File: src/rtl/decim_chain_scheduler.sv
// Shares one FIR-and-decimate engine across a cascade of decimation stages:
// one pending sample per stage, deepest stage served first, with overrun and watchdog flags.
module decim_chain_scheduler #(
    parameter int NUM_STAGES = 4,
    parameter int WIDTH      = 8,
    parameter int WAIT_LIMIT = 64
) (
    input  logic                            clk_in,
    input  logic                            rst_in,
    input  logic                            valid_in,
    input  logic signed [WIDTH-1:0]         data_in,
    output logic                            eng_start,
    output logic [$clog2(NUM_STAGES)-1:0]   eng_stage,
    output logic signed [WIDTH-1:0]         eng_data,
    input  logic                            eng_done,
    input  logic                            eng_valid,
    input  logic signed [WIDTH-1:0]         eng_result,
    output logic                            valid_out,
    output logic signed [WIDTH-1:0]         data_out,
    output logic                            overrun_out,
    output logic                            fault_out
);

    localparam int SW = $clog2(NUM_STAGES);
    localparam int WW = $clog2(WAIT_LIMIT);
    localparam logic [SW-1:0] LAST_STAGE = SW'(NUM_STAGES - 1);
    localparam logic [WW-1:0] WDOG_MAX   = WW'(WAIT_LIMIT - 1);

    typedef enum logic [0:0] {
        IDLE = 1'b0,
        BUSY = 1'b1
    } state_t;

    state_t                  state_r;
    state_t                  state_nxt_s;
    logic [NUM_STAGES-1:0]   pend_r;
    logic [NUM_STAGES-1:0]   pend_nxt_s;
    logic signed [WIDTH-1:0] buf_r [NUM_STAGES];
    logic [SW-1:0]           cur_r;
    logic [WW-1:0]           wdog_r;
    logic [SW-1:0]           sel_s;
    logic                    any_pend_s;
    logic                    issue_s;
    logic                    accept_s;
    logic                    timeout_s;
    logic [SW-1:0]           route_idx_s;
    logic                    route_s;
    logic                    route_ok_s;
    logic                    route_drop_s;
    logic                    final_s;
    logic                    ingress_ok_s;
    logic                    ingress_drop_s;

    // Pick the deepest pending stage so downstream buffers drain first.
    always_comb begin
        sel_s      = {SW{1'b0}};
        any_pend_s = |pend_r;
        for (int k = 0; k < NUM_STAGES; k++) begin
            sel_s = pend_r[k] ? SW'(k) : sel_s;
        end
    end

    // State register.
    always_ff @(posedge clk_in or negedge rst_in) begin
        if (!rst_in) begin
            state_r <= IDLE;
        end else begin
            state_r <= state_nxt_s;
        end
    end

    // Next-state logic; a done strobe in the issue cycle belongs to an older job.
    always_comb begin
        state_nxt_s = state_r;
        issue_s     = 1'b0;
        accept_s    = 1'b0;
        timeout_s   = 1'b0;
        case (state_r)
            IDLE: begin
                if (any_pend_s) begin
                    issue_s     = 1'b1;
                    state_nxt_s = BUSY;
                end else begin
                    state_nxt_s = IDLE;
                end
            end
            BUSY: begin
                if (eng_done && !eng_start) begin
                    accept_s    = 1'b1;
                    state_nxt_s = IDLE;
                end else if (wdog_r == WDOG_MAX) begin
                    timeout_s   = 1'b1;
                    state_nxt_s = IDLE;
                end else begin
                    state_nxt_s = BUSY;
                end
            end
            default: begin
                state_nxt_s = IDLE;
            end
        endcase
    end

    // Result routing, ingress acceptance and the next pending vector.
    always_comb begin
        route_idx_s    = cur_r + SW'(1'b1);
        route_s        = accept_s && eng_valid && (cur_r != LAST_STAGE);
        final_s        = accept_s && eng_valid && (cur_r == LAST_STAGE);
        route_ok_s     = route_s && !pend_r[route_idx_s];
        route_drop_s   = route_s && pend_r[route_idx_s];
        ingress_ok_s   = valid_in && (!pend_r[0] || (issue_s && (sel_s == {SW{1'b0}})));
        ingress_drop_s = valid_in && !ingress_ok_s;
        pend_nxt_s     = pend_r;
        for (int k = 0; k < NUM_STAGES; k++) begin
            pend_nxt_s[k] = (pend_r[k] && !(issue_s && (sel_s == SW'(k))))
                          || (route_ok_s && (route_idx_s == SW'(k)))
                          || ((k == 0) && ingress_ok_s);
        end
    end

    // Buffers, job issue, watchdog and registered outputs.
    always_ff @(posedge clk_in or negedge rst_in) begin
        if (!rst_in) begin
            pend_r      <= {NUM_STAGES{1'b0}};
            for (int k = 0; k < NUM_STAGES; k++) begin
                buf_r[k] <= {WIDTH{1'b0}};
            end
            cur_r       <= {SW{1'b0}};
            wdog_r      <= {WW{1'b0}};
            eng_start   <= 1'b0;
            eng_stage   <= {SW{1'b0}};
            eng_data    <= {WIDTH{1'b0}};
            valid_out   <= 1'b0;
            data_out    <= {WIDTH{1'b0}};
            overrun_out <= 1'b0;
            fault_out   <= 1'b0;
        end else begin
            pend_r <= pend_nxt_s;
            if (ingress_ok_s) begin
                buf_r[0] <= data_in;
            end
            if (route_ok_s) begin
                buf_r[route_idx_s] <= eng_result;
            end
            eng_start <= issue_s;
            if (issue_s) begin
                eng_stage <= sel_s;
                eng_data  <= buf_r[sel_s];
                cur_r     <= sel_s;
                wdog_r    <= {WW{1'b0}};
            end else if (state_r == BUSY) begin
                wdog_r <= wdog_r + WW'(1'b1);
            end
            valid_out <= final_s;
            if (final_s) begin
                data_out <= eng_result;
            end
            overrun_out <= overrun_out | ingress_drop_s | route_drop_s;
            fault_out   <= fault_out | timeout_s;
        end
    end

endmodule

File: config.mk
export PLATFORM = sky130hd
export DESIGN_NAME = decim_chain_scheduler
export DESIGN_NICKNAME = d
export VERILOG_FILES = /design/src/rtl/decim_chain_scheduler.sv
export SDC_FILE = /design/constraint.sdc
export NUM_CORES = 1
export LEC_CHECK = 0
export ABC_AREA = 0
export CORE_AREA = 2 2 99 125
export CTS_CLUSTER_SIZE = 24
export DETAILED_ROUTE_END_ITERATION = 6
export DIE_AREA = 0 0 101 127
export PLACE_DENSITY = 0.43
export SLEW_MARGIN = 20
export SYNTH_ARGS = -nofsm -noshare
export SYNTH_HDL_FRONTEND = slang
export SYNTH_SLANG_ARGS = --single-unit
File: constraint.sdc
create_clock -name clk_in -period 2 [get_ports clk_in]
set_clock_uncertainty 0.1 [all_clocks]
set_input_delay 0.4 -clock clk_in [delete_from_list [all_inputs] [get_ports clk_in]]
set_output_delay 0.4 -clock clk_in [all_outputs]
set_load 0.01 [all_outputs]
[Word-level counts from Yosys, hierarchy flattened]
Index checks and enable logic that the tools add are counted.
Word-level totals
  bits of input ports: 21
  output and inout port bits: 22
  flip-flop bits (word level): 65
  word-level logic and storage cells: 99
Operators by class
  magnitude comparators: 4
  bitwise gates (word level): 6
  reduce and logical (&&, ||, !) cells: 39
  equality and inequality tests: 9
  add/sub/neg operators: 2
  mux-type cells: 25
Operators with widths (number)
  $bwmux 32: 1
  $mux 32: 1
  $mux 8: 4
  $logic_and 1x1->1: 21
  $bmux 8 s2: 1
  $demux 8 s2: 1
  $mux 6: 2
  $mux 1: 11
  $eq 2x2->1 const B: 5
  $logic_not 1->1: 8
  $add 6x1->6 const B: 1
  $eq 6x6->1 const B: 1
  $ge 3x3->1 const B: 2
  $logic_or 1x1->1: 6
  $not 2->3: 2
  $eq 2x1->1 const B: 2
  $logic_not 2->1: 2
  $mux 2: 2
  $reduce_or 4->1: 1
  $lt 2x3->1 const B: 1
  $lt 3x1->1 const B: 1
  $or 1x1->1: 3
  $add 2x1->2 const B: 1
  $bmux 1 s2: 1
  other kinds (4): 4

[Logic depth before layout (Yosys ltp)]
Gate-level depths: netlist of run 1.
  word-level depth: 11
  depth in mapped cells: 7
  gate-level depth less buffers: 6

[Least setup slack after synthesis of run 1]
OpenSTA, ideal clock, no wires.
  kind: register to register
  start point: reg cur_r[0]
  end point: reg (tool-made name)
  arrival time: 1.919 ns
  clock period less this slack: 2.144 ns
  library setup time: 0.125 ns
  path slack: -0.144 ns
  cell stages (with the launch flop): 8
  path buffers: 1
  cells stage by stage: dfrtp_1 inv_1 ha_1 mux4_2 nor3_2 and2_2 buf_6 mux2_2
RTL lines
  start, declared: line 39  | logic [SW-1:0] cur_r;
  start signal, assigned: line 128  | cur_r <= {SW{1'b0}};
  start signal, assigned: line 149  | cur_r <= sel_s;

==> metrics.yaml, run 1 <==
die_x_um: 101
synth_enable_flop_cells: 0
syn_avg_cell_area_um2: 12.75
synth-main-ff-cell: "dfrtp_1"
pwr_density_cell_nw_per_um2: 1389
clock_latency_ns: 0.32
hold_viol: 0
finalSetupTns_ns: -2.186
worstSetupEndpointType: "flop"
synthesis.nets: 250
antenna_found_initial: 0
status: "complete, but fails checks"
rows: 44
ir_worst_vdd_v: 0.0003775
max_slew.worst_pin.slew_ns: 0.6892
clk_pin_slew_ns: 0.05
p_int_w: 0.003828
violations: "negative setup slack"
slew_violations: 0
async_reset_ff_frac: 1.000
p_switching_w: 0.001657
rsz0062_at_grt: "yes"
vias_per_cell: 4.515
sequentialPowerShare: 0.378
cts_buffers: 9
worstSetupPathType: "flop to flop"
maxSlewHeadroom: 0.5357
cap_viol_max_count: 0
place_hpwl_mm: 4.734
start_util: 0.2470
cts_root_buffer: "clkbuf_16"
fmax_ghz: 0.4719
grt_max_degree: 51
num_antenna_cells: 0
synth.distinct_cells: 34
layout_commonest_cell: "dfrtp_1"
grt_pass1_vias: 2131
swShare: 0.3021
fin_cells: 437
die_y_um: 127
drt-pass1-iter-count: 4
finalSetupViolations: 24
total_power_w: 0.005485
ctsLongestPathBuffers: 2
io_pins: 43
areaGrowthSynthToFinish_pct: 38.30
layout.cells.most_common_list: "dfrtp_1 (64), clkdlybuf4s50_1 (41), mux2_2 (31)"
tritoncts: "done"
overflow: 0
crit_fanout: 5
track_usage: 0.1213
routedWlPerCell_um: 16.36
min_path_type: "flop to flop"
drtIter0Drc: 73
cp-start-kind: "flop"
ys_seq_elements: 65
ant_nets: 0
layout.nets: 321
drive_above_1_share: 0.3244
synth_area_um2: 2855
combPwrFrac: 0.371
n_fill_cell: 1166
finalCritPeriodShare: 1.060
grt_pass1_wl_mm: 11.64
drc_errors: 0
yosysSeqAreaShare: 0.5697
dp_cells: 417
period_minus_slack_ns: 2.119
die_area_um2: 12830
layout_setup_ws_ns: -0.1191
cp.required_ns: 2.11
io_buffers: 42
num_vias: 1973
pwr-share-clk: 0.251
yosysWarnings: 0
routed_wl_mm: 7.151
gp_congestion: 0.6648
cts_num_sinks: 65
coreArea_um2: 11560
synth_cells: 224
htreeDepth: 3
p_leak_nw: 1.809
arrival_ns: 2.23
[kinds of logic (layout without fill, tap and decap cells)]
family,Yosys count,after routing,synth area share
buffers and inverters,19,92,0.03680
flip-flops,65,65,0.5697
AND/OR/NAND/NOR,46,48,0.07406
AO/OA/AOI/OAI,35,35,0.08589
XOR/XNOR,4,4,0.01227
adder cells (fa/ha/maj),5,5,0.02191
multiplexers,50,50,0.1994
[stage by stage]
| stage | area (um2) | utilization | hold WS [ns] | worst slack (ns) |
|---|---|---|---|---|
| CTS | 3918 | 0.3389 | 0.3750 | -0.1408 |
| finish | 3949 | 0.3416 | 0.3625 | -0.1191 |
| detailed placement | 3571 | 0.3089 | 0.2132 | -0.2413 |
| floorplan | 2856 | - | 0.004409 | -0.03189 |
| global placement | 3571 | 0.3089 | 0.2102 | -0.2294 |
| global route | 3949 | 0.3416 | 0.3964 | -0.2162 |
[synth_stat cells, drive strengths merged, types with 2 or more instances]
library cell  instances  area (um2)
nand2                20       77.58
buf                   5       42.53
a221oi                4       35.03
ha                    5       62.56
nor3                  3       20.02
mux2                 45       506.7
o221ai                4       35.03
mux2i                 4       40.04
xnor2                 3       26.28
a22o                  4       35.03
nand2b                2       12.51
a21o                  3       25.03
clkbuf                5       28.77
nor2                 13       48.80
a21oi                 5       25.02
and2                  3       22.52
nand3                 3       15.01
inv                   9       33.78
o21ai                12       63.81
dfrtp                65        1627
[worst paths after layout]
check | depth (start not counted) | start | slack (ns) | to
setup / recovery | 6 | cur_r[0] | -0.12 | flop
hold / removal | 2 | fault_out | 0.36 | fault_out
setup reg to reg | 6 | cur_r[0] | -0.12 | flop
hold reg to reg | 2 | fault_out | 0.36 | fault_out
max in group asynchronous | 4 | rst_in | 0.70 | asynchronous set/reset pin
min in group asynchronous | 2 | rst_in | 0.40 | data_out[3]
[repair_timing]
item	4_1_cts	5_1_grt
hold buffers	1	0
gates resized for setup	18	5
pin swaps	1	2
cloned	2	0
hold endpoints to repair	10	0
setup buffers	0	2
setup endpoints to repair	24	24
[per-layer routing]
layer,part of all wire,track usage,vias up
met2,0.51,0.1894,23
li1,-,-,934
met1,0.45,0.1598,1010
met4,0.017,0.05723,0
met5,0,0,-
met3,0.026,0.02626,6
[power by group through the flow]
| stage | registers (W) | clock network (W) | logic (W) |
|---|---|---|---|
| 2_1_floorplan | 0.00209 | 0 | 0.00103 |
| 3_3_place_gp | 0.00209 | 0 | 0.00186 |
| 3_5_place_dp | 0.00209 | 0 | 0.00188 |
| 4_1_cts | 0.00208 | 0.00143 | 0.00202 |
| 5_1_grt | 0.00215 | 0.00148 | 0.00223 |
| 6_report | 0.00208 | 0.00138 | 0.00203 |
[area by class of cell]
cell class              instances  area (um2)  area share
clock buffers                  15       257.7     0.06527
repair buffers                 68       641.9      0.1625
well taps                     138       172.7     0.04373
inverters                       9       33.78    0.008555
flip-flops and latches         65        1628      0.4122
multi-input cells             142        1215      0.3077
[critical path: stages (launching register included)]
cell     delay, ns
dfrtp_2       0.42
inv_2         0.09
ha_4          0.20
mux4_2        0.33
nor3_4        0.23
and2_2        0.29
mux2_2        0.35
(Power assumes the default switching activity.)
==> run 2, diff against run 1 <==
--- a/constraint.sdc
+++ b/constraint.sdc
@@ -3,3 +3,3 @@
 set_input_delay 0.4 -clock clk_in [delete_from_list [all_inputs] [get_ports clk_in]]
 set_output_delay 0.4 -clock clk_in [all_outputs]
-set_load 0.01 [all_outputs]
+set_load 0.02 [all_outputs]
==> run 2 against run 1 <==
  * The run still ends with negative setup slack left
  * Fmax decreased by 1.4%
  * Via count down 2.3%
  * Non-clock buffer count decreased by 5
  * Hold slack gained 0.0040 ns
  * Count of clock-buffer cells in the layout down 1
  * First-iteration DRC count is 12% lower
  * Clock power is 11% higher
  * Core utilization decreased by 0.24 points
  * Global-route usage is 0.21 points lower
  * Largest cell class unchanged
==> metrics.yaml, run 2 (synthesis results as in run 1) <==
status: "complete, but fails checks"
violations: "negative setup slack"
worstSetupEndpointType: "flop"
wirelength_met1_mm: 3.248  # +0.53%
finalCritPeriodShare: 1.075  # +0.01515
grt_pass1_wl_mm: 11.25  # -3.4%
die_y_um: 127  # unchanged
die_area_um2: 12830  # unchanged
worstSetupPathType: "flop to flop"
routed-wl-met2_mm: 3.371  # -6.8%
grt_max_degree: 66  # +29%
placed_area_um2: 3563  # -0.21%
dp_slack_ns: -0.2044  # +0.03687 ns
rsz0062_at_grt: "yes"
pwr_density_cell_nw_per_um2: 1443  # +3.9%
cp.required_ns: 2.11  # about the same
areaGrowthSynthToFinish_pct: 37.34
io_pins: 43  # unchanged
slew_violations: 0  # unchanged
drive_above_1_share: 0.3299  # +0.005517
drtIter0Drc: 64  # -12%
cts_root_buffer: "clkbuf_16"
max_slew.worst_pin.slew_ns: 0.6004  # -0.08878 ns
place_hpwl_mm: 4.692  # -0.88%
layout.nets: 315  # -1.9%
p_leak_nw: 1.800  # -0.49%
gp_congestion: 0.7109  # +6.9%
dr.max_layer_used: "met4"
tritoncts: "done"
fin_cells: 432  # -1.1%
drt-pass1-iter-count: 4  # unchanged
layout_setup_ws_ns: -0.1494  # -0.03030 ns
maxSlewHeadroom: 0.5955  # +0.05981
grt_pass1_vias: 2044  # -4.1%
io_buffers: 42  # unchanged
track_usage: 0.1192  # -0.002056
crit_fanout: 9  # +4
start_util: 0.2470  # unchanged
rows: 44  # unchanged
routed_wl_mm: 6.932  # -3.1%
hold_viol: 0  # unchanged
num_vias: 1928  # -2.3%
fmax_ghz: 0.4653  # -1.4%
period_minus_slack_ns: 2.149  # +0.03030 ns
cts_buffers: 9  # unchanged
ir_worst_vdd_v: 0.0004169  # +10%
fin_area_um2: 3921  # -0.70%
clock_latency_ns: 0.33  # about the same
dp_cells: 413  # -0.96%
cap_viol_max_count: 0  # unchanged
arrival_ns: 2.26  # +0.03 ns
n_fill_cell: 1183  # +1.5%
ctsLongestPathBuffers: 2  # unchanged
die_x_um: 101  # unchanged
cp-start-kind: "flop"
htreeDepth: 3  # unchanged
coreArea_um2: 11560  # unchanged
routed-wl-met3_um: 134  # -27%
ant_nets: 0  # unchanged
post-route-util: 0.3392  # -0.002381
layout.cells.most_common_list: "dfrtp_1 (63), clkdlybuf4s50_1 (40), mux2_2 (35)"
cts_num_sinks: 65  # unchanged
routedWlPerCell_um: 16.05  # -1.9%
overflow: 0  # unchanged
drc_errors: 0  # unchanged
min_path_type: "flop to flop"
finalSetupViolations: 24  # unchanged
clk_pin_slew_ns: 0.05  # about the same
vias_per_cell: 4.463  # -1.1%
layout_commonest_cell: "dfrtp_1"
antenna_found_initial: 0  # unchanged
num_antenna_cells: 0  # unchanged
-- run 2: cell count changes in the layout (fill, tap and decap cells not counted), sizes merged --
cell / before / now
and2: 5 / 4
clkbuf: 15 / 14
clkinv: 0 / 2
clkdlybuf4s50: 41 / 40
buf: 26 / 21
dlygate4sd2: 0 / 1
-- run 2: report_power, final --
part,internal (W),switching (W)
combinational,0.00111,0.000946
clock,0.000970,0.000558
sequential,0.00180,0.000272
-- run 2: layout make-up --
| cell class | count | area (um2) | share of cell area |
|---|---|---|---|
| sequential | 65 | 1629 | 0.4154 |
| multi-input combinational | 141 | 1192 | 0.3041 |
| timing repair buffer | 63 | 599.3 | 0.1528 |
| clock buffer | 14 | 284.0 | 0.07243 |
| tap | 138 | 172.7 | 0.04403 |
| inverter | 9 | 33.78 | 0.008615 |
| clock inverter | 2 | 10.01 | 0.002553 |
-- run 2: timing repair --
item,in CTS,in global routing
endpoints found under the setup margin,24,24
hold endpoints to repair,22,0
hold buffers,1,0
gates cloned,1,0
gates resized for setup,9,4
buffers inserted,1,0
pin swaps,1,0
-- run 2: metrics by stage --
stage	setup TNS [ns]	hold WS (ns)	power, W
after global routing	-4.410	0.4054	0.006041
after CTS	-2.973	0.3778	0.005725
after global placement	-4.301	0.3481	0.004061
after floorplan	-1.144	0.004409	0.003259
final	-2.996	0.3665	0.005658
after detailed placement	-4.377	0.3479	0.004086
-- run 2: metal layers --
layer	vias up	global-route usage
li1	928	-
met1	961	0.1525
met2	28	0.1867
met3	11	0.02188
met4	0	0.07154
met5	-	0
-- run 2: worst paths after layout --
path / startpoint / depth (start not counted) / slack [ns] / endpoint
max reg2reg: cur_r[0] / 6 / -0.15 / flop
min reg2reg: fault_out / 2 / 0.37 / fault_out
max in group asynchronous: rst_in / 3 / 0.96 / cur_r[0]
min: fault_out / 2 / 0.37 / fault_out
max: cur_r[0] / 6 / -0.15 / flop
min in group asynchronous: rst_in / 3 / 0.51 / data_out[4]
-- run 2: worst max-delay path, stage by stage, from the launching register on --
cell and delay, ns:
dfrtp_2 0.42, inv_2 0.07, ha_4 0.26, mux4_2 0.34, nor3_4 0.22, and2_4 0.28, mux2_2 0.35
